--- src/rtl/fifo_wr.sv ---
// fifo_wr -- write-side traffic generator for the dual-clock FIFO demo.
//
// Waits for the FIFO to drain to almost_empty, lets the flags settle for
// WAIT_CYCLES write clocks, then writes incrementing data words until the
// FIFO reports almost_full (or full). This repeats indefinitely.
//
// State table:
//   IDLE  | waiting for almost_empty (synchronised), no busy, not almost_full
//   WAIT  | settle delay; delay counter runs 0..WAIT_CYCLES-1
//   WRITE | fifo_wr_en high, one incrementing word per clock
//
// Ports:
//   wr_clk        in   write clock
//   rst_n         in   asynchronous active-low reset
//   wr_rst_busy   in   FIFO write-reset busy; forces IDLE, no writes
//   almost_empty  in   FIFO almost-empty flag (read-clock domain)
//   almost_full   in   FIFO almost-full flag (write-clock domain)
//   full          in   FIFO full flag (write-clock domain)
//   fifo_wr_en    out  registered FIFO write enable
//   fifo_wr_data  out  registered FIFO write data
//   burst_done    out  one-cycle pulse when a burst ends normally
//   burst_cnt     out  completed bursts since reset, wraps at 0xFFFF
module fifo_wr #(
  parameter int DATA_W      = 8,
  parameter int WAIT_CYCLES = 10,
  parameter int DATA_INIT   = 0
) (
  input  logic              wr_clk,
  input  logic              rst_n,
  input  logic              wr_rst_busy,
  input  logic              almost_empty,
  input  logic              almost_full,
  input  logic              full,
  output logic              fifo_wr_en,
  output logic [DATA_W-1:0] fifo_wr_data,
  output logic              burst_done,
  output logic [15:0]       burst_cnt
);

  typedef enum logic [1:0] {
    S_IDLE  = 2'd0,
    S_WAIT  = 2'd1,
    S_WRITE = 2'd2
  } state_t;

  localparam logic [7:0]        WAIT_LAST = 8'(WAIT_CYCLES - 1);
  localparam logic [DATA_W-1:0] DATA_RST  = DATA_W'(DATA_INIT);

  state_t      state, next_state;
  logic [7:0]  dly_cnt, dly_cnt_nxt;
  logic        ae_d0, ae_d1;
  logic        burst_end;
  logic        wr_en_nxt;
  logic        done_nxt;
  logic [15:0] cnt_nxt;

  // almost_empty comes from the read clock domain
  always_ff @(posedge wr_clk or negedge rst_n) begin
    if (!rst_n) begin
      ae_d0 <= 1'b0;
      ae_d1 <= 1'b0;
    end else begin
      ae_d0 <= almost_empty;
      ae_d1 <= ae_d0;
    end
  end

  // A normal burst end; wr_rst_busy overrides it so an aborted burst is not counted
  assign burst_end = (state == S_WRITE) && !wr_rst_busy && (almost_full || full);

  // State register
  always_ff @(posedge wr_clk or negedge rst_n) begin
    if (!rst_n) begin
      state   <= S_IDLE;
      dly_cnt <= 8'd0;
    end else begin
      state   <= next_state;
      dly_cnt <= dly_cnt_nxt;
    end
  end

  // Next-state logic
  always_comb begin
    next_state  = state;
    dly_cnt_nxt = 8'd0;
    if (wr_rst_busy) begin
      next_state = S_IDLE;
    end else begin
      case (state)
        S_IDLE: begin
          if (ae_d1 && !almost_full) next_state = S_WAIT;
        end
        S_WAIT: begin
          // almost_empty dropping here does not abort the wait
          if (dly_cnt == WAIT_LAST) next_state = S_WRITE;
          else                      dly_cnt_nxt = dly_cnt + 8'd1;
        end
        S_WRITE: begin
          if (almost_full || full) next_state = S_IDLE;
        end
        default: next_state = S_IDLE;
      endcase
    end
  end

  // Output logic (next values of the registered outputs)
  always_comb begin
    wr_en_nxt = (next_state == S_WRITE);
    done_nxt  = burst_end;
    cnt_nxt   = burst_end ? burst_cnt + 16'd1 : burst_cnt;
  end

  always_ff @(posedge wr_clk or negedge rst_n) begin
    if (!rst_n) begin
      fifo_wr_en   <= 1'b0;
      fifo_wr_data <= DATA_RST;
      burst_done   <= 1'b0;
      burst_cnt    <= 16'd0;
    end else begin
      fifo_wr_en <= wr_en_nxt;
      burst_done <= done_nxt;
      burst_cnt  <= cnt_nxt;
      // Data advances after every presented word and carries across bursts
      if (fifo_wr_en) fifo_wr_data <= fifo_wr_data + DATA_W'(1);
    end
  end

endmodule

--- config.mk ---
export PLATFORM = sky130hd
export DESIGN_NAME = fifo_wr
export DESIGN_NICKNAME = d
export VERILOG_FILES = /design/src/rtl/fifo_wr.sv
export SDC_FILE = /design/constraint.sdc
export NUM_CORES = 1
export LEC_CHECK = 0
export ABC_CLOCK_PERIOD_IN_PS = 2950
export BUFFER_PORTS_ARGS = -buffer_cell sky130_fd_sc_hd__buf_2
export CORE_MARGIN = 5
export CORE_UTILIZATION = 45
export CTS_CLUSTER_SIZE = 8
export DETAILED_ROUTE_END_ITERATION = 16
export GPL_ROUTABILITY_DRIVEN = 0
export HOLD_SLACK_MARGIN = 0.03
export MAX_ROUTING_LAYER = met4
export PLACE_DENSITY_LB_ADDON = 0.2
export SLEW_MARGIN = 20
export SYNTH_ARGS = -nofsm -noshare
export SYNTH_HDL_FRONTEND = slang
export SYNTH_SLANG_ARGS = --single-unit
--- constraint.sdc ---
create_clock -name wr_clk -period 2.95 [get_ports wr_clk]
set_clock_uncertainty 0.15 [all_clocks]
set_input_delay 0.295 -clock wr_clk [delete_from_list [all_inputs] [get_ports wr_clk]]
set_output_delay 0.295 -clock wr_clk [all_outputs]
set_load 0.03 [all_outputs]
==> results of run 1 <==
[cells in the final DEF, fill, tap and decap left out, types with 5 or more instances in the layout]
cell type,netlist,routed
nor3_2,5,5
nand2_1,8,8
clkbuf_8,0,6
buf_2,1,31
xor2_1,20,20
xnor2_1,7,7
dfrtp_1,38,38
nand3_1,12,12
nor2_1,16,16
[power groups by stage]
stage / clock [mW] / combinational (mW) / sequential (mW)
finish: 0.364 / 0.0427 / 0.537
global route: 0.406 / 0.0491 / 0.539
CTS: 0.376 / 0.0444 / 0.537
detailed placement: 0 / 0.0422 / 0.547
global placement: 0 / 0.0416 / 0.546
floorplan: 0 / 0.00993 / 0.555
[stage by stage]
stage          hold WS [ps]  cells  worst slack (ps)  power, mW  area, um2
3_3_place_gp            184    220              1000      0.588       1880
4_1_cts                93.5    230              1020      0.958       1990
5_1_grt                99.9    230               911      0.993       1990
2_1_floorplan          -151    143              1060      0.565       1680
6_report               98.0    230              1020      0.944       1990
3_5_place_dp            187    220               998      0.590       1880
[kinds of logic (layout without fill, tap and decap cells)]
kind of cell | count (synthesis) | in the layout
AO/OA/AOI/OAI | 3 | 3
buffers and inverters | 5 | 44
XOR/XNOR | 28 | 28
flip-flops | 38 | 38
adder cells (fa/ha/maj) | 4 | 4
multiplexers | 2 | 2
AND/OR/NAND/NOR | 63 | 63
[sequential cells by signal, summed over array words and instances (netlist names)]
name / cells
burst_cnt: 16
dly_cnt: 8
fifo_wr_data: 8
state: 2
ae_d0: 1
ae_d1: 1
burst_done: 1
fifo_wr_en: 1
[repair_timing]
item / 4_1_cts / 5_1_grt
hold buffers: 2 / 0
setup endpoints to repair: 0 / 0
hold endpoints to repair: 39 / 0
[cells in the mapped netlist (all sizes together)]
master,count
nor3,7
nand2b,2
o211ai,1
xor2,21
nand2,8
ha,4
nor4,2
nand4,2
nor2,20
nand3,12
o32a,1
dfrtp,38
and4,1
a22oi,1
or4b,1
xnor2,7
or4,1
or2,1
buf,2
and3,4
or3b,1
mux2,2
inv,3
nand4b,1
[routing by layer]
metal  share of wire (%)  GRT usage [%]  vias up
li1                    -              -      553
met1                  44           16.1      547
met2                  47           20.8       25
met3                 7.4           6.53        5
met4                 1.2           4.38        0
met5                   0              -        -
[path summary, 6_finish.rpt]
kind                                   end   startpoint  slack, ps  depth (start not counted)
max reg2reg                  burst_cnt[14]     state[0]       1020                          4
max in group asynchronous            ae_d0        rst_n       1640                          2
min in group asynchronous  fifo_wr_data[3]        rst_n        490                          2
min                               state[1]  wr_rst_busy        100                          2
min reg2reg                          ae_d1        ae_d0        200                          0
max                          burst_cnt[14]     state[0]       1020                          4
[final cells by class]
type / count / area share [%]
clock buffer: 7 / 4.33
inverter: 3 / 0.565
multi-input combinational: 100 / 35.3
sequential: 38 / 47.7
clock inverter: 1 / 0.251
tap: 48 / 3.02
timing repair buffer: 33 / 8.79
==> flow_metrics.py, run 1 <==
metrics = {
    "worst_setup_path": {
        "cp.arrival_ps": 1990,
        "critPathCaptureType": "flop",
        "crit_path_top_delay_cell": "or4b_1",
        "cpPeakStageDelay_ps": 670,
        "cp.required_ps": 3020,
        "path_delay_family": "simple AND/OR/NAND/NOR gates",
        "cp_cell_sequence": "nand2b_1 > or4b_1 > nor3_2 > xor2_1",
        "worstSetupStartpointType": "flop",
        "cp_max_fo": 7,
        "path_buf_inv": 0,
        "path_class": "flop to flop",
    },
    "layout": {
        "multiInputGateArea_um2": 703,
        "seqCellArea_um2": 951,
        "diodes": 0,
        "nets": 191,
        "final_util_pct": 54.8,
        "drive_gt1_share_pct": 28.0,
        "areaGrowthSynthToFinish_pct": 18.7,
        "fillers": 343,
    },
    "route": {
        "drc": 0,
        "dr.pass1.iters": 4,
        "viasPerCell": 4.91,
        "drt_iter0_drc": 73,
        "avgRoutedWirePerCell_um": 13.2,
        "vias": 1130,
        "wl_mm": 3.03,
        "ant_nets": 0,
    },
    "clock_network": {
        "path_clk_slew_ps": 70,
        "insertion_delay_ps": 290,
        "cts_buffers": 5,
        "htree_levels": 2,
        "cts_tree": "done",
        "cts_num_sinks": 38,
        "post_cts_buffers": 0,
        "cts_buffer_depth": 2,
        "cts_resized": 0,
        "cts_root_buffer": "clkbuf_8",
    },
    "sta": {
        "tns_ps": 0,
        "tightest_slew_ps": 821,
        "setup_violations": 0,
        "post-route-min-period_ps": 1930,
        "finalCritPeriodShare_pct": 65.3,
        "slew_viol_final": 0,
        "rsz0062_at_grt": "false",
        "max_freq_mhz": 519,
        "slew_headroom_pct": 45.2,
        "hold_viol": 0,
    },
    "floorplan": {
        "start_util_pct": 46.2,
        "die_x_um": 71.1,
        "pin_count": 32,
        "dieArea_um2": 5050,
        "rows": 22,
        "die_h_um": 71.1,
        "core_area_um2": 3630,
    },
    "power_and_ir_drop": {
        "leakagePower_nw": 1.02,
        "sw_frac_of_total_pct": 22.6,
        "comb_power_share_pct": 4.5,
        "power_frac_seq_pct": 56.9,
        "p_clk_share_pct": 38.5,
        "p_sw_mw": 0.214,
        "ir_drop_v": 0.000316,
        "power_density_nw_per_um2": 474,
        "p_int_mw": 0.730,
    },
    "grt": {
        "grt_max_degree": 39,
        "grt_remaining_overflow": 0,
        "grt_pass1_wl_mm": 5.24,
        "grt_usage_pct": 13.7,
        "antenna_found_initial": 0,
        "grt_pass1_vias": 1154,
    },
    "run_status": {
        "status": "finished clean",
    },
    "synth": {
        "netlist_instances": 143,
        "yosysTopAreaCell": "dfrtp_1",
        "synth_simple_gate_area_share_pct": 21.0,
        "synth_fa_ha_area_share_pct": 2.98,
        "syn_area_per_cell_um2": 11.7,
        "synth_nets": 153,
        "synth_top_family_by_area": "simple AND/OR/NAND/NOR gates",
        "yosys.area_share.xor_xnor_pct": 15.1,
        "synth_seq_area_share_pct": 56.7,
        "ys_warn_count": 0,
        "synth_compound_area_share_pct": 1.49,
        "yosysUniqueCellTypes": 29,
        "synth_top_area_share_pct": 56.7,
        "ys_top_cells_by_area": "dfrtp_1 57%, xor2_1 10%, xnor2_1 3.7%, nand3_1 3.6%, nor2_1 3.6%",
        "synthesis.area_um2": 1680,
        "muxShareOfSynthArea_pct": 1.34,
        "synth_seq_cells": 38,
    },
    "place": {
        "port_buffers": 31,
        "hpwl_mm": 2.20,
    },
    "worst_hold_path": {
        "hold_path_class": "primary input to flop",
    },
    "flow_run": {
        "cap_viol_max_count": 0,
    },
}
(Power assumes the default switching activity.)
==> run 2: changes to the inputs <==
--- a/config.mk
+++ b/config.mk
@@ -5,7 +5,8 @@
 export SDC_FILE = /design/constraint.sdc
 export NUM_CORES = 1
 export LEC_CHECK = 0
-export ABC_CLOCK_PERIOD_IN_PS = 2950
+export ABC_AREA = 1
+export ABC_CLOCK_PERIOD_IN_PS = 1600
 export BUFFER_PORTS_ARGS = -buffer_cell sky130_fd_sc_hd__buf_2
 export CORE_MARGIN = 5
 export CORE_UTILIZATION = 45
==> constraint.sdc (replaced) <==
create_clock -name wr_clk -period 1.6 [get_ports wr_clk]
set_clock_uncertainty 0.15 [all_clocks]
set_input_delay 0.16 -clock wr_clk [delete_from_list [all_inputs] [get_ports wr_clk]]
set_output_delay 0.16 -clock wr_clk [all_outputs]
set_load 0.03 [all_outputs]
==> run 2 against run 1 <==
  * Combinational power rose by 110%
  * Largest power group is now the clock network
  * Power rose by 120%
  * Sequential share of layout area fell by 6.9 points
  * Setup slack got worse by 910 ps
  * Design area rose by 17%
  * Critical endpoint is now burst_cnt[9]
  * Die area rose by 12%
  * Synthesized cell count rose by 52%
  * Count of clock-buffer cells in the layout fell by 1
  * Via count rose by 29%
  * Critical path type is now primary input to flop
  * Clock power rose to 2.7 times the previous value
==> flow_metrics.py, run 2 <==
metrics = {
    "grt": {
        "grt_pass1_vias": 1424,
        "grt_pass1_wl_mm": 6.03,
        "grt_usage_pct": 14.6,
        "grt_max_degree": 39,
        "antenna_found_initial": 0,
        "grt_remaining_overflow": 0,
    },
    "layout": {
        "final_util_pct": 57.4,
        "final_common_cell": "nand2_1",
        "seqCellArea_um2": 951,
        "fillers": 360,
        "layout_common_cells": "53 x nand2_1, 38 x dfrtp_1, 31 x buf_2",
        "largestRegisters": "burst_cnt x16, dly_cnt x8, fifo_wr_data x8",
        "multiInputGateArea_um2": 831,
        "largest_reg_flops": 16,
        "diodes": 0,
        "areaGrowthSynthToFinish_pct": 22.2,
        "drive_gt1_share_pct": 23.2,
        "nets": 272,
        "top_register": "burst_cnt",
    },
    "worst_setup_path": {
        "cp.arrival_ps": 1520,
        "cp_cell_sequence": "dlygate4sd3_1 > buf_2 > inv_1 > nand3_4 > nor2_4 > nand2_2 > o21bai_2 > nand2_1",
        "cp.required_ps": 1630,
        "cp_max_fo": 7,
        "path_class": "primary input to flop",
        "cpPeakStageDelay_ps": 530,
        "crit_path_top_delay_cell": "dlygate4sd3_1",
        "critPathCaptureType": "flop",
        "worstSetupStartpointType": "primary input",
    },
    "synth": {
        "syn_area_per_cell_um2": 8.79,
        "ys_warn_count": 0,
        "synth_simple_gate_area_share_pct": 29.4,
        "ys.flop_type": "dfrtp_1",
        "synth_nets": 227,
        "synth_fa_ha_area_share_pct": 2.62,
        "async_flop_share_pct": 100,
        "synthesis.area_um2": 1910,
        "yosys.area_share.xor_xnor_pct": 7.80,
        "ys_top_cells_by_area": "dfrtp_1 50%, nand2_1 10%, inv_1 5.7%, xor2_1 5.0%, nor2_1 4.9%",
        "muxShareOfSynthArea_pct": 0.590,
        "synth_seq_area_share_pct": 49.8,
        "yosysUniqueCellTypes": 28,
        "synth_top_family_by_area": "simple AND/OR/NAND/NOR gates",
        "synth_compound_area_share_pct": 2.75,
        "yosysMostFrequentCell": "nand2_1",
        "synth_edf_count": 0,
        "synth_top_area_share_pct": 49.8,
        "yosysTopAreaCell": "dfrtp_1",
        "netlist_instances": 217,
        "synthTopCellsByCount": "53 x nand2_1, 38 x dfrtp_1, 29 x inv_1",
        "synth_seq_cells": 38,
    },
    "clock_network": {
        "cts_root_buffer": "clkbuf_8",
        "cts_buffers": 5,
        "insertion_delay_ps": 290,
        "htree_levels": 2,
        "cts_buffer_depth": 2,
        "cts_tree": "done",
        "cts_num_sinks": 38,
        "path_clk_slew_ps": 80,
    },
    "sta": {
        "post-route-min-period_ps": 1490,
        "slew_viol_final": 0,
        "postLayoutSetupSlackWorst_ps": 108,
        "finalCritPeriodShare_pct": 93.2,
        "timing.hold.ws_ps": 151,
        "max_freq_mhz": 670,
        "tightest_slew_ps": 469,
        "setup_violations": 0,
        "hold_viol": 0,
        "slew_headroom_pct": 68.7,
    },
    "place": {
        "place_ws_ps": 156,
        "port_buffers": 31,
        "hpwl_mm": 2.57,
    },
    "route": {
        "wl_mm": 3.53,
        "drc": 0,
        "dr.pass1.iters": 4,
        "drt_iter0_drc": 52,
        "ant_nets": 0,
        "vias": 1460,
        "avgRoutedWirePerCell_um": 11.3,
        "viasPerCell": 4.66,
    },
    "flow_run": {
        "cap_viol_max_count": 0,
    },
    "floorplan": {
        "dieArea_um2": 5640,
        "core_area_um2": 4060,
        "rows": 23,
        "die_h_um": 75.1,
        "die_x_um": 75.1,
        "pin_count": 32,
        "start_util_pct": 47.0,
    },
    "run_status": {
        "status": "finished clean",
    },
    "power_and_ir_drop": {
        "power_density_nw_per_um2": 890,
        "leakagePower_nw": 1.20,
        "ir_drop_v": 0.000441,
        "power_mw": 2.07,
    },
    "worst_hold_path": {
        "hold_path_class": "primary input to flop",
    },
}
==> run 2: cell types whose count changed in the layout (fill, tap and decap cells not counted), moves of 4 or more <==
cell / change
a21oi_1: +4
buf_4: +4
inv_1: +26
nand2_1: +45
nand2_2: +4
nand4_1: +5
nor2_1: +9
nor3_2: -4
xor2_1: -9
==> run 2: area by class of cell <==
type | instances | area share (%)
inverter | 31 | 5.10
multi-input combinational | 147 | 35.6
clock inverter | 2 | 2.58
timing repair buffer | 39 | 9.66
tap | 50 | 2.68
sequential | 38 | 40.8
clock buffer | 6 | 3.54
==> run 2: cell families after synthesis <==
| family | count (synthesis) |
|---|---|
| muxes | 1 |
| DFF | 38 |
| adders and majority gates | 4 |
| and+or+nand+nor | 116 |
| AOI/OAI and AO/OA | 9 |
| xor gates and xnor gates | 17 |
| buffers and inverters | 32 |
==> run 2: stage by stage <==
step / cell area [um2] / TNS [ps] / instances
floorplan: 1910 / 0 / 217
finish: 2330 / 0 / 313
global route: 2330 / -24.0 / 313
CTS: 2300 / 0 / 310
global placement: 2120 / 0 / 298
detailed placement: 2120 / 0 / 298
==> run 2: critical path, delay by kind of cell <==
| family | cells | cell delay (ps) |
|---|---|---|
| buffers and inverters | 3 | 790 |
| AOI/OAI and AO/OA | 1 | 100 |
| and+or+nand+nor | 4 | 470 |
==> run 2: layer usage <==
layer	routed length (um)	GRT usage, %	part of all wire (%)	vias up
li1	-	-	-	774
met1	1710	18.0	48	658
met2	1610	23.0	46	24
met3	164	4.41	4.6	4
met4	42	4.74	1.2	0
met5	0	-	0	-
==> run 2: path summary, 6_finish.rpt <==
path	from	depth (start not counted)	slack (ps)	to
max	wr_rst_busy	8	110	burst_cnt[9]
min	full	6	150	state[1]
max reg2reg	burst_cnt[1]	8	140	burst_cnt[14]
min reg2reg	ae_d0	0	200	ae_d1
max in group asynchronous	rst_n	3	670	burst_cnt[15]
min in group asynchronous	rst_n	3	290	fifo_wr_data[3]
==> run 2: what timing repair did <==
action | CTS | global route
resized for setup | 0 | 2
endpoints found under the hold margin | 42 | 0
setup buffers | 0 | 3
endpoints found under the setup margin | 0 | 3
hold buffers | 4 | 0
==> run 2: report_power, final <==
group | switching (mW) | total, mW | leakage, nW | internal [mW]
Combinational | 0.0607 | 0.0904 | 0.631 | 0.0297
Clock | 0.335 | 1.00 | 0.0714 | 0.665
Sequential | 0.0122 | 0.984 | 0.497 | 0.972
Total | 0.408 | 2.07 | 1.20 | 1.67
